**src/rtl/vluint_pkg.sv**
```systemverilog
// ----------------------------------------------------------------------------
// vluint_pkg
//
// Shared definitions for the 7-bit-group variable-length unsigned integer
// (LEB128-style) encoder and its decoder counterpart.
//
// Contents:
//   vlu_state_t      - FSM state encoding (IDLE / EMIT / DONE)
//   VLU_CONT_BIT     - bit position of the continuation flag in a byte
//   VLU_PAYLOAD_W    - payload bits carried per byte
//   MAX_BYTES()      - worst-case byte count for a value of a given width
//   vlu_count_width()- width of a byte counter able to hold MAX_BYTES (>= 3)
//
// Default widths for the decoder memory and the encoded value come from
// project-wide macros; fallbacks are provided so the package stands alone.
// ----------------------------------------------------------------------------
`ifndef DECODER_MEM_ADDR_WIDTH
`define DECODER_MEM_ADDR_WIDTH 16
`endif

`ifndef INSTR_WIDTH
`define INSTR_WIDTH 32
`endif

package vluint_pkg;

    typedef enum logic [1:0] {
        ST_IDLE = 2'd0,
        ST_EMIT = 2'd1,
        ST_DONE = 2'd2
    } vlu_state_t;

    localparam int VLU_CONT_BIT  = 7;
    localparam int VLU_PAYLOAD_W = 7;

    // Largest number of bytes any VAL_W-bit value can need.
    function automatic int MAX_BYTES(input int val_w);
        return (val_w + VLU_PAYLOAD_W - 1) / VLU_PAYLOAD_W;
    endfunction

    // Counter width wide enough to hold MAX_BYTES itself, never below 3 bits
    // so the nbytes port keeps a stable minimum width for small values.
    function automatic int vlu_count_width(input int val_w);
        int w;
        w = $clog2(MAX_BYTES(val_w) + 1);
        return (w < 3) ? 3 : w;
    endfunction

endpackage

```
**src/rtl/vluint7_enc.sv**
```systemverilog
// ----------------------------------------------------------------------------
// vluint7_enc
//
// Encodes an unsigned value into a sequence of bytes, 7 payload bits per byte,
// least-significant group first. Bit 7 of each byte is a continuation flag
// that is set on every byte except the last. Bytes are written one at a time
// to an external byte memory through a simple write/ready handshake.
//
// Parameters:
//   ADDR_W   - byte-memory address width
//   VAL_W    - width of the value to encode
//
// Ports:
//   clk        in   single clock, rising edge
//   reset      in   synchronous, active-low reset
//   beg        in   start request, only honoured while idle
//   addr       in   address of the first output byte (latched on start)
//   value      in   value to encode (latched on start)
//   mem_ready  in   memory accepts the current write this cycle
//   mem_we     out  byte write request
//   mem_addr   out  byte write address
//   mem_data   out  byte write data {continuation, payload[6:0]}
//   busy       out  high whenever the encoder is not idle
//   done       out  one-cycle completion pulse
//   addr_out   out  address just past the last written byte (valid from done)
//   nbytes     out  number of bytes written (valid from done)
// ----------------------------------------------------------------------------
module vluint7_enc
    import vluint_pkg::*;
#(
    parameter int ADDR_W = `DECODER_MEM_ADDR_WIDTH,
    parameter int VAL_W  = `INSTR_WIDTH,
    localparam int CNT_W = vlu_count_width(VAL_W)
) (
    input  logic              clk,
    input  logic              reset,
    input  logic              beg,
    input  logic [ADDR_W-1:0] addr,
    input  logic [VAL_W-1:0]  value,
    input  logic              mem_ready,
    output logic              mem_we,
    output logic [ADDR_W-1:0] mem_addr,
    output logic [7:0]        mem_data,
    output logic              busy,
    output logic              done,
    output logic [ADDR_W-1:0] addr_out,
    output logic [CNT_W-1:0]  nbytes
);

    // Byte presented for the current remaining value: continuation set when
    // anything is left above the lowest payload group.
    function automatic logic [7:0] enc_byte(input logic [VAL_W-1:0] s);
        return {(s >> VLU_PAYLOAD_W) != '0, s[VLU_PAYLOAD_W-1:0]};
    endfunction

    vlu_state_t        state_q,    state_d;
    logic [VAL_W-1:0]  sr_q,       sr_d;
    logic [ADDR_W-1:0] addr_cnt_q, addr_cnt_d;
    logic [CNT_W-1:0]  byte_cnt_q, byte_cnt_d;
    logic [ADDR_W-1:0] addr_out_q, addr_out_d;
    logic [CNT_W-1:0]  nbytes_q,   nbytes_d;
    logic              mem_we_q,   mem_we_d;
    logic [7:0]        mem_data_q, mem_data_d;
    logic              busy_q,     busy_d;
    logic              done_q,     done_d;

    logic              xfer;

    // A byte leaves the block only when the write request meets ready.
    assign xfer = (state_q == ST_EMIT) && mem_we_q && mem_ready;

    // Next-state and next-output computation. All outputs are derived from the
    // next state so that they are registered and line up with the state they
    // describe.
    always_comb begin
        state_d    = state_q;
        sr_d       = sr_q;
        addr_cnt_d = addr_cnt_q;
        byte_cnt_d = byte_cnt_q;
        addr_out_d = addr_out_q;
        nbytes_d   = nbytes_q;

        case (state_q)
            ST_IDLE: begin
                if (beg) begin
                    sr_d       = value;
                    addr_cnt_d = addr;
                    byte_cnt_d = '0;
                    state_d    = ST_EMIT;
                end
            end

            ST_EMIT: begin
                if (xfer) begin
                    sr_d       = sr_q >> VLU_PAYLOAD_W;
                    addr_cnt_d = addr_cnt_q + 1'b1;
                    byte_cnt_d = byte_cnt_q + 1'b1;
                    // The byte just accepted was the last one when its
                    // continuation flag was clear; publish the results now so
                    // they are already valid while done is high.
                    if (!mem_data_q[VLU_CONT_BIT]) begin
                        state_d    = ST_DONE;
                        addr_out_d = addr_cnt_d;
                        nbytes_d   = byte_cnt_d;
                    end
                end
            end

            ST_DONE: begin
                state_d = ST_IDLE;
            end

            default: begin
                state_d = ST_IDLE;
            end
        endcase

        mem_we_d   = (state_d == ST_EMIT);
        mem_data_d = (state_d == ST_EMIT) ? enc_byte(sr_d) : 8'h00;
        busy_d     = (state_d != ST_IDLE);
        done_d     = (state_d == ST_DONE);
    end

    // State and output registers with synchronous active-low clear. Clearing
    // mid-encode simply abandons the transfer; bytes already in memory stay.
    always_ff @(posedge clk) begin
        if (!reset) begin
            state_q    <= ST_IDLE;
            sr_q       <= '0;
            addr_cnt_q <= '0;
            byte_cnt_q <= '0;
            addr_out_q <= '0;
            nbytes_q   <= '0;
            mem_we_q   <= 1'b0;
            mem_data_q <= 8'h00;
            busy_q     <= 1'b0;
            done_q     <= 1'b0;
        end else begin
            state_q    <= state_d;
            sr_q       <= sr_d;
            addr_cnt_q <= addr_cnt_d;
            byte_cnt_q <= byte_cnt_d;
            addr_out_q <= addr_out_d;
            nbytes_q   <= nbytes_d;
            mem_we_q   <= mem_we_d;
            mem_data_q <= mem_data_d;
            busy_q     <= busy_d;
            done_q     <= done_d;
        end
    end

    assign mem_we   = mem_we_q;
    assign mem_addr = addr_cnt_q;
    assign mem_data = mem_data_q;
    assign busy     = busy_q;
    assign done     = done_q;
    assign addr_out = addr_out_q;
    assign nbytes   = nbytes_q;

endmodule

```
**config.mk**
```make
export PLATFORM = sky130hd
export DESIGN_NAME = vluint7_enc
export DESIGN_NICKNAME = d
export VERILOG_FILES = /design/src/rtl/vluint_pkg.sv /design/src/rtl/vluint7_enc.sv
export SDC_FILE = /design/constraint.sdc
export NUM_CORES = 1
export LEC_CHECK = 0
export CORE_MARGIN = 3
export CORE_UTILIZATION = 35
export CTS_BUF_LIST = sky130_fd_sc_hd__clkbuf_8
export CTS_CLUSTER_SIZE = 24
export DETAILED_ROUTE_END_ITERATION = 16
export PLACE_DENSITY = 0.69
export SETUP_SLACK_MARGIN = 0.5
export SYNTH_ARGS = -nofsm -noshare
export SYNTH_HDL_FRONTEND = slang
export SYNTH_SLANG_ARGS = --single-unit
```
**constraint.sdc**
```tcl
create_clock -name clk -period 1.7 [get_ports clk]
set_input_delay 0.34 -clock clk [delete_from_list [all_inputs] [get_ports clk]]
set_output_delay 0.34 -clock clk [all_outputs]
set_load 0.01 [all_outputs]
```
==> results of run 1 <==
[kinds of logic after synthesis]
group                    after synthesis  share of synthesized area
AO/OA/AOI/OAI                        128                      0.229
XOR/XNOR                              15                     0.0347
AND/OR/NAND/NOR                      163                      0.232
buffers and inverters                 47                     0.0582
flip-flops                            83                      0.439
adder cells (fa/ha/maj)                2                    0.00661
[cell usage in the layout, fill, tap and decap left out, types with 11 or more instances in the layout]
master,instances
buf_4,55
buf_6,52
clkdlybuf4s50_1,49
dfxtp_1,45
and2_1,29
buf_2,27
nand2_1,25
dfxtp_2,23
o211a_1,17
inv_1,16
nor2_1,15
a22oi_1,15
nor2b_1,15
a22oi_2,15
dfxtp_4,15
a21oi_1,14
o21ai_1,13
buf_12,13
o21ai_2,11
[report_power, final]
part	internal [W]	switching, W	leakage (nW)
Combinational	0.000747	0.000610	2.18
Clock	0.000813	0.000752	0.112
Sequential	0.00205	0.000104	0.700
[cell usage after synthesis, types with 2 or more instances]
cell	n
xor2_1	2
inv_1	14
o211a_1	17
nor2b_1	16
and2_1	36
nand2_1	42
buf_2	11
nor3b_1	3
a21boi_0	7
xnor2_1	13
and3_1	2
a22oi_1	30
ha_1	2
nor4_1	6
nor2_1	22
clkbuf_1	18
o21a_1	3
a21oi_1	22
nor3_1	8
nand3_1	13
a211oi_1	3
or3_1	2
dfxtp_1	83
o21ai_0	30
o21ai_1	5
nand4_1	3
o22ai_1	2
buf_6	4
a22o_1	4
[what timing repair did]
item / CTS / global route
cloned: 9 / 6
endpoints found under the setup margin: 128 / 104
pin swaps: 50 / 21
resized for setup: 352 / 37
endpoints found under the hold margin: 0 / 0
buffers inserted: 41 / 6
[worst max-delay path, delay by kind of cell, from the launching register on]
family                 cells  cell delay [ps]
AOI/OAI and AO/OA          2              360
and+or+nand+nor            3              490
buffers and inverters      3              590
DFF                        1              380
[registers in the layout, indices dropped and copies added (netlist names), 2 cells and up]
| register | cells |
|---|---|
| nbytes | 3 |
| addr_out | 16 |
| state_q | 2 |
| mem_data | 8 |
| byte_cnt_q | 3 |
| mem_addr | 16 |
| sr_q | 32 |
[metal layers]
layer,part of all wire,global-route usage,vias to the layer above
met3,0.080,0.0454,51
met5,0,0,-
met4,0.040,0.0944,0
li1,-,-,1933
met2,0.50,0.398,215
met1,0.38,0.283,2035
[cell type report]
| cell class | instances | area [um^2] |
|---|---|---|
| tap | 136 | 170 |
| inverter | 14 | 52.6 |
| timing repair buffer | 211 | 2230 |
| fill | 769 | 3560 |
| multi-input combinational | 310 | 2450 |
| clock inverter | 7 | 85.1 |
| sequential | 83 | 1750 |
| clock buffer | 9 | 124 |
[per-stage QoR]
stage	util	TNS, ps	setup WS [ps]	hold slack [ps]	cells
after floorplan	-	-4.18	-4.18	445	438
after global placement	0.515	-20540	-514	457	692
after detailed placement	0.515	-22160	-597	474	692
after CTS	0.628	-187	-126	341	758
after global routing	0.658	-6810	-288	363	770
final	0.658	-3350	-227	357	770
[final timing paths]
| check | from | endpoint | slack, ps | cells after the start |
|---|---|---|---|---|
| hold reg to reg | byte_cnt_q[1] | byte_cnt_q[1] | 470 | 2 |
| hold / removal | reset | addr_out[11] | 360 | 2 |
| setup / recovery | state_q[1] | mem_addr[4] | -230 | 8 |
| setup reg to reg | state_q[1] | mem_addr[4] | -230 | 8 |
==> impl_metrics.yaml, run 1 <==
run_status:
  status: "complete, but fails checks"
  violations: "setup timing"
clock_network:
  holdBufCountCts: 0
  clkSlewWorstSetupHoldPaths_ps: 110
  clk_path_buf_depth: 2
  cts_tree: "built"
  clock-sinks: 83
  cts.htree.levels: 3
  clockRootBuffer: "clkbuf_8"
  cts_buffers: 9
  clkLatencyLatePin_ps: 370
timing:
  worst_clock_skew_ps: 30.3
  hold_viol: 0
  slew-limit-headroom: 0.758
  fin_crit_ps: 1930
  grt_setup_unrepaired: "true"
  tightest_slew_ps: 360
  setup_viol: 45
  setup_ws_ps: -227
  finalCritPeriodShare: 1.13
  fmax_mhz: 519
  maxSlewViolCount: 0
global_route:
  globalRouteTotalUtil: 0.232
  grt_pass1_vias: 4303
  antenna_found_initial: 0
  grt_pass1_wl_um: 21700
  grt_overflow: 0
  grt_max_degree: 33
cells_and_area:
  area_growth_pct: 81.2
  stdcell_area_mm2: 0.00686
  n_antenna_cell: 0
  nets: 683
  drive_gt1_frac: 0.494
floorplanning:
  io_pins: 98
  die_x_um: 110
  initial_utilization: 0.363
  die-area_mm2: 0.0121
  die_y_um: 110
  row_count: 37
  coreArea_mm2: 0.0104
routing:
  ant_nets: 0
  drt_iter0_drc: 167
  drc: 0
  num_vias: 4234
  wl_per_cell_um: 19.4
  dr.pass1.iters: 5
  vias_per_cell: 5.50
  wirelength_um: 15000
power:
  peakVddDrop_v: 0.000372
  power_w: 0.00508
  power.leakage_nw: 2.99
  p_per_area_mw_per_mm2: 741
worst_setup_path:
  crit_chain: "buf_12 -> nor3b_4 -> buf_4 -> nor2_4 -> clkbuf_16 -> o21ai_0 -> o21ai_0 -> and2_1"
  cp-start-kind: "flop"
  critPathArrivalTime_ps: 2210
  cp.required_ps: 1980
  cpPeakStageDelay_ps: 380
  crit_top_cell: "o21ai_0"
  crit_slowest_cell: "dfxtp_4"
  cp-end-kind: "flop"
  cp_max_fo: 12
  crit_type: "reg2reg"
logic_synthesis:
  synth-edff-count: 0
  yosysTopAreaCell: "dfxtp_1"
  synth_ff_type: "dfxtp_1"
  syn_area_mm2: 0.00378
  synth.net_count: 492
  ys_warn_count: 0
  synth-seq-cells: 83
  seq_area_frac_synth: 0.439
  netlist-cell-type-count: 44
  syn_inst: 438
  synth_top_area_share: 0.439
  synth_area_per_cell_um2: 8.64
  synth_area_leaders: "dfxtp_1 (44%), a22oi_1 (6.0%), and2_1 (6.0%)"
  async_flop_share: 0
placed_design:
  place.gp.congestion: 0.859
  dp_hpwl_um: 7950
  portBuffers: 97
  place_area_mm2: 0.00537
worst_hold_path:
  holdCritPathClass: "in2reg"
job:
  cap_violations: 0
Power figures use the tool's default switching activity.
==> run 2: changes to the inputs <==
--- a/config.mk
+++ b/config.mk
@@ -5,6 +5,7 @@
 export SDC_FILE = /design/constraint.sdc
 export NUM_CORES = 1
 export LEC_CHECK = 0
+export CORE_ASPECT_RATIO = 0.5
 export CORE_MARGIN = 3
 export CORE_UTILIZATION = 35
 export CTS_BUF_LIST = sky130_fd_sc_hd__clkbuf_8
==> run 2 against run 1 <==
Against the previous run:
- the flow still finishes with violations (setup timing)
- hold slack better by 20 ps
- sequential power about the same
- largest power group unchanged
- critical endpoint is now mem_data[7]
- critical path depth unchanged
- cell count up 2.1%
- setup slack worse by 2.4 ps
- count of clock-buffer cells in the layout unchanged
- fmax down 0.12%
- die area up 0.62%
- clock power down 18%
- global-route usage down 1.9 points
==> impl_metrics.yaml, run 2 (synthesis gave the netlist of run 1 again) <==
floorplanning:
  row_count: 26
  die_y_um: 79.5
  coreArea_mm2: 0.0104
  initial_utilization: 0.365
  io_pins: 98
  die-area_mm2: 0.0122
  die_x_um: 153
power:
  p_per_area_mw_per_mm2: 691
  p_seq_frac: 0.434
  pwr-share-comb: 0.308
  p_int_w: 0.00344
  p_switching_w: 0.00155
  power.leakage_nw: 3.14
  switching_share: 0.310
  power_frac_clock: 0.259
  peakVddDrop_v: 0.000354
worst_setup_path:
  crit_chain: "buf_6 -> nor3b_4 -> buf_4 -> or2_4 -> o21ai_1 -> nor4_2 -> nand3_1 -> o31a_1"
  cpPeakStageDelay_ps: 340
  critPathArrivalTime_ps: 2200
  crit_type: "reg2reg"
  cp-start-kind: "flop"
  cp_max_fo: 5
  cp.required_ps: 1970
  crit_slowest_cell: "dfxtp_2"
  cp-end-kind: "flop"
routing:
  wirelength_um: 14800
  ant_nets: 0
  drc: 0
  num_vias: 4214
  vias_per_cell: 5.36
  wl_per_cell_um: 18.8
  drt_iter0_drc: 234
  dr.pass1.iters: 5
clock_network:
  clkSlewWorstSetupHoldPaths_ps: 90
  clock-sinks: 83
  cts_tree: "built"
  clk_path_buf_depth: 2
  cts.htree.levels: 3
  clockRootBuffer: "clkbuf_8"
  cts_buffers: 9
  holdBufCountCts: 0
  clkLatencyLatePin_ps: 370
global_route:
  grt_overflow: 0
  globalRouteTotalUtil: 0.212
  grt_pass1_wl_um: 20600
  antenna_found_initial: 0
  grt_pass1_vias: 4055
  grt_max_degree: 27
timing:
  hold_viol: 0
  fmax_mhz: 518
  fin_crit_ps: 1930
  finalCritPeriodShare: 1.14
  setup_ws_ps: -230
  slew-limit-headroom: 0.751
  tightest_slew_ps: 372
  fin_tns_setup_ps: -5150
  maxSlewViolCount: 0
  worst_clock_skew_ps: 10.1
  grt_setup_unrepaired: "true"
  setup_viol: 42
run_status:
  violations: "setup timing"
  status: "complete, but fails checks"
job:
  cap_violations: 0
cells_and_area:
  nets: 695
  top_register: "sr_q"
  drive_gt1_frac: 0.548
  final_cell_mix: "buf_4 (60), buf_6 (58), clkdlybuf4s50_1 (48)"
  fin_util: 0.695
  n_antenna_cell: 0
  largest_reg_flops: 32
  area_growth_pct: 90.6
  layout_commonest_cell: "buf_4"
placed_design:
  dp_hpwl_um: 7580
  post-place-ws_ps: -732
  place.gp.congestion: 0.820
  portBuffers: 97
worst_hold_path:
  holdCritPathClass: "in2reg"
-- run 2: what timing repair did --
action | in CTS | in global routing
gates resized for setup | 296 | 170
endpoints found under the setup margin | 128 | 113
hold endpoints to repair | 0 | 0
pin swaps | 14 | 69
setup buffers | 35 | 21
cloned | 11 | 5
-- run 2: critical path, delay by kind of cell (launching register included) --
family          cells  cell delay (ps)
compound gates      2              390
buf+inv             2              300
flops               1              340
simple gates        4              790
-- run 2: power by group through the flow --
stage	logic (W)	clock network (W)	registers (W)
detailed placement	0.000914	0	0.00219
global route	0.00162	0.00139	0.00217
floorplan	0.000439	0	0.00221
finish	0.00153	0.00129	0.00216
global placement	0.000905	0	0.00219
CTS	0.00116	0.00132	0.00214
-- run 2: per-layer routing --
layer	up-vias	track usage	share of wire
li1	1961	-	-
met1	2061	0.263	0.42
met2	152	0.371	0.50
met3	40	0.0498	0.050
met4	0	0.0631	0.028
met5	-	0	0
-- run 2: final timing paths --
kind	from	end	slack, ps	cells past startpoint
worst max-delay path	state_q[1]	mem_data[7]	-230	8
worst min-delay path	reset	nbytes[2]	380	2
worst max register to register	state_q[1]	mem_data[7]	-230	8
worst min register to register	byte_cnt_q[1]	byte_cnt_q[1]	470	2
-- run 2: cell type report --
type,instances,area (um^2)
Fill cell,685,3160
Tap cell,140,175
Multi-Input combinational cell,310,2660
Sequential cell,83,1740
Inverter,14,52.6
Clock inverter,7,45.0
Timing Repair Buffer,223,2420
Clock buffer,9,124
-- run 2: stage by stage --
stage	std cells	hold slack (ps)	power (W)	cell area, um^2
6_report	786	376	0.00499	7220
5_1_grt	786	389	0.00519	7220
4_1_cts	760	360	0.00462	6300
3_5_place_dp	698	471	0.00310	5380
3_3_place_gp	698	467	0.00309	5380
2_1_floorplan	438	445	0.00265	3990
==> run 3: changes to the inputs <==
--- a/config.mk
+++ b/config.mk
@@ -13,6 +13,7 @@
 export DETAILED_ROUTE_END_ITERATION = 16
 export PLACE_DENSITY = 0.69
 export SETUP_SLACK_MARGIN = 0.5
+export SKIP_CTS_REPAIR_TIMING = 1
 export SYNTH_ARGS = -nofsm -noshare
 export SYNTH_HDL_FRONTEND = slang
 export SYNTH_SLANG_ARGS = --single-unit
==> run 3 against run 2 <==
Against the previous run:
- non-clock buffer count decreased by 40
- largest power group unchanged
- hold slack got worse by 0.77 ps
- the flow still finishes with violations (setup timing)
- cell area decreased by 15%
- core utilization decreased by 10 points
- register-to-register slack about the same
- setup slack got worse by 12 ps
- first-iteration DRC count decreased by 17%
- highest routed layer unchanged
- count of clock-buffer cells in the layout unchanged
- largest cell class unchanged
==> impl_metrics.yaml, run 3 (synthesis gave the netlist of run 1 again) <==
worst_hold_path:
  min_from: "reset"
  holdCritPathClass: "in2reg"
global_route:
  grt_overflow: 0
  grt_pass1_vias: 3520
  use_met2: 0.293
  grt_pass1_wl_um: 17000
  gr-max-usage-layer: "met2"
  globalRouteMet3Util: 0.0460
  use_met1: 0.217
  grt_max_degree: 38
  globalRouteTotalUtil: 0.172
  antenna_found_initial: 0
cells_and_area:
  top_register: "sr_q"
  layout_commonest_cell: "buf_4"
  nets: 654
  final_cell_mix: "buf_4 (58), clkdlybuf4s50_1 (48), dfxtp_1 (42)"
  area_growth_pct: 62.7
  multi_input_area_mm2: 0.00233
  regArea_mm2: 0.00175
  stdcell_area_mm2: 0.00616
  largest_reg_flops: 32
  drive_gt1_frac: 0.431
  n_antenna_cell: 0
  n_fill_cell: 899
timing:
  fin_tns_setup_ps: -3020
  fmax_mhz: 515
  maxSlewViolCount: 0
  finalCritPeriodShare: 1.14
  tightest_slew_ps: 349
  slew-limit-headroom: 0.767
  hold_viol: 0
  fin_crit_ps: 1940
  grt_setup_unrepaired: "true"
  setup_ws_ps: -242
  setup_viol: 38
  worst_clock_skew_ps: 9.19
placed_design:
  place.gp.congestion: 0.820
  dp_hpwl_um: 7580
  portBuffers: 97
  place_area_mm2: 0.00538
floorplanning:
  row_count: 26
  initial_utilization: 0.365
  die_y_um: 79.5
  coreArea_mm2: 0.0104
  die_x_um: 153
  die-area_mm2: 0.0122
  io_pins: 98
worst_setup_path:
  cpPeakStageDelay_ps: 380
  cp_max_fo: 7
  cp_top_family: "simple AND/OR/NAND/NOR gates"
  crit_slowest_cell: "dfxtp_4"
  crit_start: "state_q[1]"
  cp.required_ps: 1970
  critPathArrivalTime_ps: 2210
  reg2reg_from: "state_q[1]"
  cp-end-kind: "flop"
  crit_type: "reg2reg"
  path_buf_inv: 1
  crit_chain: "and4b_2 -> buf_6 -> a22oi_2 -> o21ai_2 -> nor4_2 -> nand4_1 -> o31a_1"
  cp-start-kind: "flop"
clock_network:
  cts_buffers: 9
  cts_tree: "built"
  clock-sinks: 83
  clockRootBuffer: "clkbuf_8"
  clkLatencyLatePin_ps: 370
  clk_path_buf_depth: 2
  cts.htree.levels: 3
  clkSlewWorstSetupHoldPaths_ps: 90
routing:
  num_vias: 3795
  ant_nets: 0
  drt_iter0_drc: 195
  wirelength_um: 12000
  vias_per_cell: 5.09
  wl_per_cell_um: 16.1
  drc: 0
  dr.pass1.iters: 4
power:
  power.leakage_nw: 2.67
  p_per_area_mw_per_mm2: 735
  peakVddDrop_v: 0.000318
job:
  cap_violations: 0
run_status:
  violations: "setup timing"
  status: "complete, but fails checks"
[run 3: cell count changes in the layout (fill, tap and decap cells not counted), sizes merged]
cell	before	now
buf	168	113
clkbuf	13	29
dlygate4sd2	2	0
dlymetal6s2s	0	2
clkdlybuf4s15	1	0
nor2	23	22
[run 3: worst paths after layout]
check / depth (start not counted) / slack, ps / endpoint
max: 7 / -240 / mem_data[7]
min: 2 / 380 / nbytes[2]
max reg2reg: 7 / -240 / mem_data[7]
min reg2reg: 2 / 480 / byte_cnt_q[1]
[run 3: area by class of cell]
cell class | count | share of cell area
Multi-Input combinational cell | 309 | 0.378
Inverter | 14 | 0.00853
Clock buffer | 9 | 0.0201
Timing Repair Buffer | 183 | 0.274
Clock inverter | 7 | 0.00732
Sequential cell | 83 | 0.284
Tap cell | 140 | 0.0284
[run 3: where the power goes]
group          switching (W)  internal (W)  total [W]  leakage (nW)
combinational       0.000494      0.000589    0.00108          1.88
clock               0.000751      0.000527    0.00128        0.0927
sequential          0.000109       0.00205    0.00216         0.701
[run 3: layer usage]
metal	vias to the layer above	wire, um
li1	1868	-
met1	1833	5520
met2	82	5890
met3	12	499
met4	0	120
met5	-	0
[run 3: stage by stage]
| step | total power (W) | util | hold slack (ps) | std cells | worst slack, ps |
|---|---|---|---|---|---|
| 2_1_floorplan | 0.00265 | - | 445 | 438 | -4.18 |
| 3_3_place_gp | 0.00309 | 0.518 | 467 | 698 | -667 |
| 3_5_place_dp | 0.00310 | 0.518 | 471 | 698 | -732 |
| 4_1_cts | 0.00438 | 0.534 | 368 | 714 | -336 |
| 5_1_grt | 0.00476 | 0.593 | 377 | 745 | -288 |
| 6_report | 0.00452 | 0.593 | 375 | 745 | -242 |
